File: config.mk
export PLATFORM = sky130hd
export DESIGN_NAME = kitchen_responder_flat
export DESIGN_NICKNAME = d
export VERILOG_FILES = /design/src/rtl/kitchen_responder_if.sv /design/src/rtl/kitchen_responder.sv /design/src/flat_wrapper.sv
export SDC_FILE = /design/constraint.sdc
export NUM_CORES = 1
export LEC_CHECK = 0
export ABC_AREA = 0
export ABC_CLOCK_PERIOD_IN_PS = 4500
export BUFFER_PORTS_ARGS = -buffer_cell sky130_fd_sc_hd__buf_2
export CORE_MARGIN = 4
export CORE_UTILIZATION = 38
export CTS_BUF_LIST = sky130_fd_sc_hd__clkbuf_4
export CTS_CLUSTER_DIAMETER = 40
export DETAILED_ROUTE_END_ITERATION = 16
export MAX_ROUTING_LAYER = met4
export PLACE_DENSITY_LB_ADDON = 0.25
export SYNTH_ARGS = -nofsm -noshare
export SYNTH_HDL_FRONTEND = slang
export SYNTH_SLANG_ARGS = --single-unit
export TNS_END_PERCENT = 100
File: constraint.sdc
create_clock -name clk -period 4.5 [get_ports clk]
set_input_delay 0.9 -clock clk [delete_from_list [all_inputs] [get_ports clk]]
set_output_delay 0.9 -clock clk [all_outputs]
set_load 0.02 [all_outputs]
File: src/rtl/kitchen_responder_if.sv
// kitchen_responder_if: command/status link between a kitchen controller and the responder.
//   in_bits  [7:0] command byte, driven by the controller
//   out_bits [7:0] status byte, driven by the responder
//   score    [7:0] delivered-dish count, driven by the responder
// Also defines the shared command byte constants used on in_bits.
`ifndef START
`define START    8'h04
`define ENDGAME  8'h08
`define MOVE     8'h0C
`define GET      8'h10
`define PUT      8'h14
`define INTERACT 8'h18
`define THROW    8'h1C
`define NONACT   8'h00
`define NONINT   8'h20
`define NONTAR   8'h24
`endif

interface kitchen_responder_if;
  logic [7:0] in_bits;
  logic [7:0] out_bits;
  logic [7:0] score;
  modport master (output in_bits, input out_bits, score);
  modport slave (input in_bits, output out_bits, score);
endinterface

File: src/rtl/kitchen_responder.sv
// kitchen_responder: behavioural kitchen client answering the 8-bit command link.
//   clk, rst   clock and synchronous active-high reset
//   bus.slave  in_bits (command), out_bits (status), score (dishes served)
//   out_bits = {2'b0, target_has_item, machine_processing, holding, at_target, ack, running}
// Optional feature macro RESPONDER_SCORE_EN: target 20 becomes the serving window
// and counts deliveries into score; otherwise target 20 is plain storage and score stays 0.
module kitchen_responder #(
  parameter int MOVE_CYCLES = 16,
  parameter int PROCESS_CYCLES = 8,
  parameter int NUM_TARGETS = 20
) (
  input logic clk,
  input logic rst,
  kitchen_responder_if.slave bus
);
  localparam int IW = $clog2(NUM_TARGETS + 1);
  localparam int MW = $clog2(MOVE_CYCLES + 1);
  localparam int PW = $clog2(PROCESS_CYCLES + 1);
  localparam logic [5:0] NT = 6'(NUM_TARGETS);
`ifdef RESPONDER_SCORE_EN
  localparam logic SCORE_EN = 1'b1;
`else
  localparam logic SCORE_EN = 1'b0;
`endif
  typedef enum logic {IDLE, RUN} state_t;
  state_t state_q, state_d;
  logic [7:0] prev_q, out_q, out_d, score_q, score_d;
  logic [IW-1:0] target_q, target_d;
  logic at_q, at_d, hold_q, hold_d;
  logic [MW-1:0] mcnt_q, mcnt_d;
  logic [NUM_TARGETS:0] flag_q, flag_d;
  logic [PW-1:0] prog_q [NUM_TARGETS+1];
  logic [PW-1:0] prog_d [NUM_TARGETS+1];
  logic [7:0] cmd;
  logic [5:0] id, t, td;
  logic acc, run, is_disp, is_mach, need_clr, serve, can_get, can_put, can_throw, ack;
  assign cmd = bus.in_bits;
  assign id = cmd[7:2];
  assign t = 6'(target_q);
  // A command acts only on the cycle the byte changes; interact is handled separately.
  assign acc = cmd != prev_q;
  assign run = state_q == RUN;
  assign is_disp = t >= 6'd1 && t <= 6'd6;
  assign is_mach = t >= 6'd9 && t <= 6'd17;
  assign need_clr = t == 6'd7 || t == 6'd8 || t == 6'd20;
  assign serve = SCORE_EN && t == 6'd20;
  // Bin 18 accepts items but never gives them back.
  assign can_get = at_q && !hold_q && (is_disp || (t >= 6'd7 && t <= NT && t != 6'd18 && flag_q[target_q]));
  assign can_put = at_q && hold_q && !(need_clr && flag_q[target_q]);
  assign can_throw = hold_q && !flag_q[target_q] &&
                     (t == 6'd9 || t == 6'd11 || t == 6'd14 || t == 6'd17 || t == 6'd19 || t == 6'd20);
  always_ff @(posedge clk) begin
    if (rst) state_q <= IDLE;
    else state_q <= state_d;
  end
  always_comb begin
    state_d = state_q;
    if (acc && !run && cmd == `START) state_d = RUN;
    else if (acc && run && cmd == `ENDGAME) state_d = IDLE;
  end
  always_comb begin
    target_d = target_q;
    at_d = at_q;
    hold_d = hold_q;
    mcnt_d = mcnt_q;
    flag_d = flag_q;
    prog_d = prog_q;
    score_d = score_q;
    ack = 1'b0;
    if (run && mcnt_q != '0) begin
      mcnt_d = mcnt_q - 1'b1;
      if (mcnt_q == MW'(1)) at_d = 1'b1;
    end
    if (!run) begin
      if (acc && cmd == `START) begin
        flag_d = '0;
        score_d = '0;
      end
    end else if (cmd[1:0] == 2'b11) begin
      // Any select aborts a move in flight, so it also beats a same-cycle arrival.
      if (acc) begin
        target_d = (id != 6'd0 && id <= NT) ? IW'(id) : '0;
        at_d = 1'b0;
        mcnt_d = '0;
      end
    end else if (acc && cmd == `ENDGAME) begin
      hold_d = 1'b0;
      at_d = 1'b0;
      mcnt_d = '0;
    end else if (acc && cmd == `MOVE) begin
      if (target_q != '0) begin
        mcnt_d = MW'(MOVE_CYCLES);
        at_d = 1'b0;
      end
    end else if (acc && cmd == `GET && can_get) begin
      hold_d = 1'b1;
      if (!is_disp) flag_d[target_q] = 1'b0;
      ack = 1'b1;
    end else if (acc && ((cmd == `PUT && can_put) || (cmd == `THROW && can_throw))) begin
      hold_d = 1'b0;
      if (serve) score_d = (score_q == 8'hFF) ? score_q : score_q + 8'd1;
      else if (!is_disp) flag_d[target_q] = 1'b1;
      ack = 1'b1;
    end else if (cmd == `INTERACT && at_q && is_mach) begin
      prog_d[target_q] = prog_q[target_q] + 1'b1;
      if (prog_d[target_q] == PW'(PROCESS_CYCLES)) begin
        prog_d[target_q] = '0;
        flag_d[target_q] = 1'b1;
      end
      ack = 1'b1;
    end
    // Status is a registered image of the next state.
    td = 6'(target_d);
    out_d = {2'b00, flag_d[target_d],
             td >= 6'd9 && td <= 6'd17 && prog_d[target_d] != '0 && !flag_d[target_d],
             hold_d, at_d, ack, state_d == RUN};
  end
  always_ff @(posedge clk) begin
    if (rst) begin
      prev_q <= '0;
      out_q <= '0;
      score_q <= '0;
      target_q <= '0;
      at_q <= 1'b0;
      hold_q <= 1'b0;
      mcnt_q <= '0;
      flag_q <= '0;
      prog_q <= '{default: '0};
    end else begin
      prev_q <= cmd;
      out_q <= out_d;
      score_q <= score_d;
      target_q <= target_d;
      at_q <= at_d;
      hold_q <= hold_d;
      mcnt_q <= mcnt_d;
      flag_q <= flag_d;
      prog_q <= prog_d;
    end
  end
  assign bus.out_bits = out_q;
  assign bus.score = score_q;
endmodule
File: src/flat_wrapper.sv
// flat-port wrapper written by rule: the top's interface ports become plain ports
module kitchen_responder_flat 
#(
  parameter int MOVE_CYCLES = 16,
  parameter int PROCESS_CYCLES = 8,
  parameter int NUM_TARGETS = 20
)
  (clk, rst, bus_in_bits, bus_out_bits, bus_score);
  kitchen_responder_if bus_i ();
  input logic clk;
  input logic rst;
  input wire logic [$bits(bus_i.in_bits)-1:0] bus_in_bits;
  output wire logic [$bits(bus_i.out_bits)-1:0] bus_out_bits;
  output wire logic [$bits(bus_i.score)-1:0] bus_score;
  assign bus_i.in_bits = bus_in_bits;
  assign bus_out_bits = bus_i.out_bits;
  assign bus_score = bus_i.score;
  kitchen_responder #(.MOVE_CYCLES(MOVE_CYCLES), .PROCESS_CYCLES(PROCESS_CYCLES), .NUM_TARGETS(NUM_TARGETS)) u_core (.clk(clk), .rst(rst), .bus(bus_i));
endmodule
==> metrics.txt <==
Core Area=0.0190 sq mm; Initial Util=39.0%; Top FF cell, synth=dfxtp_1; Worst Tran Pin Value=0.965 ns; Clock Latency Late Sink=0.59 ns; Hold WC Path Type=flip-flop to flip-flop; post-route cell area=0.00812 sq mm; synth top area cells=dfxtp_1 (35%), nor2b_1 (5.5%), mux2i_1 (5.1%); Tcrit/Tclk final=92.9%; 1st-pass router iterations=7; total track usage=21.9%; Clock Sinks=129; Avg WL per Cell=20.2 um; min cycle time layout=4.18 ns; number of DRC markers in iteration 0=675; VDD IR-drop max=0.237 mV; Crit Path Category=flip-flop to flip-flop; Yosys top cell by area=dfxtp_1; vias in the first global route=6,279; Crit Path Max Fanout=14; # DRC=0; synthesized area=0.00740 sq mm; Ports=26; Multi-input gate area=0.00444 sq mm; largest net degree at the start of global routing=92; FF+latch area=0.00259 sq mm; via count=6,622; Static Leak=2.76 nW; DRT antenna net count=0; most frequent cell after synthesis=dfxtp_1; H-tree levels=4; Synth cell types=97; R2R Setup Slk=0.32 ns; port buffer count=15; first-pass GRT wire length=36,300 um; CTS root buf=clkbuf_4; flops & latches, synth=129; GPL Wtd Cong=0.945; Pins Over Slew Limit=0; total die area=0.0218 sq mm; fmax=0.239 GHz; Slew headroom=35.7%; Post-synth top cells=dfxtp_1 (129), nor2_1 (76), nor2b_1 (65); Syn-to-layout area delta=9.67%; skew final=0.0310 ns; TritonCTS buffer count=17; Synth warnings=0; share of the synthesized area in the top cell type=34.9%; Die W=148 um; Final #Nets=874; Critical Path RT=5.01 ns; ys async rst share=0%; PwrDens=254 mW/mm^2; GRT overflow=0; Post-Route WL=23,000 um; CP Launch Type=flip-flop; syn avg cell area=8.77 sq um; crit path DAT=4.69 ns; Mapped Cells=844; share of cells above drive strength 1=16.7%; Post-DP Area=0.00776 sq mm; RSZ-0062 raised after global routing=false; final hold violations=0; Max clock buf depth=2; setup TNS=0 ns; Critical Path End Type=flip-flop; CTS tree=yes; Core Rows=50; Post-synth EDFFs=0; HPWL after DPL=16,400 um; status=finished clean; initial antenna violation count=1; Pwr Total=0.00206 W; post-synthesis sequential area ratio=34.9%; clk slew on worst S/H paths=0.13 ns; Die H=148 um; # fillers=1,958; DR vias/cell=5.83; max-cap violations=0; # setup viols final=0; Hold Buf Count CTS=0
[final cells by class]
cell class | count | area share (%)
repair buffers | 58 | 5.09
diodes | 1 | 0.0308
well taps | 260 | 4.01
multi-input cells | 642 | 54.7
flip-flops and latches | 129 | 31.9
clock inverters | 15 | 2.04
clock buffers | 17 | 1.57
inverters | 13 | 0.601
[layout by cell type, fill, tap and decap left out, drive strengths merged, types with 11 or more instances in the layout]
cell type  instances
nand3             22
and2              19
inv               23
nand2             64
nor2              80
nor4              11
o21ai             23
mux4              15
nor2b             65
a211oi            19
nor3              29
clkbuf            17
nand2b            11
dfxtp            129
a21oi             44
mux2i             39
o31ai             16
buf               58
[power breakdown]
part           switching, W  leakage (nW)  internal, W
combinational     0.0000515          1.56    0.0000172
clock              0.000540         0.159     0.000302
sequential       0.00000172          1.04      0.00114
total              0.000593          2.76      0.00146
[sequential cells by signal, indices dropped and copies added (netlist names)]
signal               cells
u_core.prog_q           84
u_core.flag_q           21
u_core.prev_q            8
u_core.bus.out_bits      6
u_core.mcnt_q            5
u_core.target_q          5
[critical path: stages, from the launching register on]
cell	delay, ns
dfxtp_1	0.75
or3b_1	0.43
o22a_1	0.18
o211ai_1	0.11
a21oi_1	0.13
nor2_1	0.17
ha_1	0.32
or2_2	0.32
o311ai_1	0.09
o2111ai_1	0.15
o2bb2ai_1	0.16
a211o_1	0.33
a21oi_2	0.24
nor3_1	0.10
o32ai_1	0.35
a211oi_1	0.13
a21oi_1	0.15
[through the flow]
| step | hold slack, ns | instances | setup WS (ns) | util [%] |
|---|---|---|---|---|
| after CTS | 0.477 | 1130 | 0.145 | 42.5 |
| after global routing | 0.484 | 1135 | 0.0125 | 42.8 |
| after detailed placement | 0.453 | 1098 | 0.181 | 40.9 |
| final | 0.473 | 1135 | 0.321 | 42.8 |
| after floorplan | 0.432 | 853 | 0.463 | - |
| after global placement | 0.447 | 1098 | 0.275 | 40.9 |
[kinds of logic (layout without fill, tap and decap cells)]
logic type | Yosys count | in the layout | synth area share [%]
compound gates | 194 | 194 | 19.5
xor+xnor | 12 | 12 | 1.42
fa+ha+maj | 3 | 3 | 0.507
buf+inv | 82 | 103 | 5.73
flops | 129 | 129 | 34.9
mux | 63 | 63 | 11.3
other cells | 1 | 11 | 0.0507
simple gates | 360 | 360 | 26.6
[timing repair]
action / CTS / global route
setup buffers: 0 / 4
gates resized for setup: 0 / 5
setup endpoints to repair: 0 / 2
[per-layer routing]
| layer | share of wire (%) | GRT usage (%) |
|---|---|---|
| met2 | 44 | 31.6 |
| met5 | 0 | - |
| met1 | 45 | 29.7 |
| met4 | 3.0 | 7.55 |
| met3 | 8.3 | 5.95 |
[final timing paths]
check                          start  cells after the start                      to
hold / removal     u_core.prog_q[78]                      1       u_core.prog_q[78]
setup reg to reg  u_core.target_q[3]                     16  u_core.bus.out_bits[5]
hold reg to reg    u_core.prog_q[78]                      1       u_core.prog_q[78]
setup / recovery  u_core.target_q[3]                     16  u_core.bus.out_bits[5]
(Power assumes the default switching activity.)
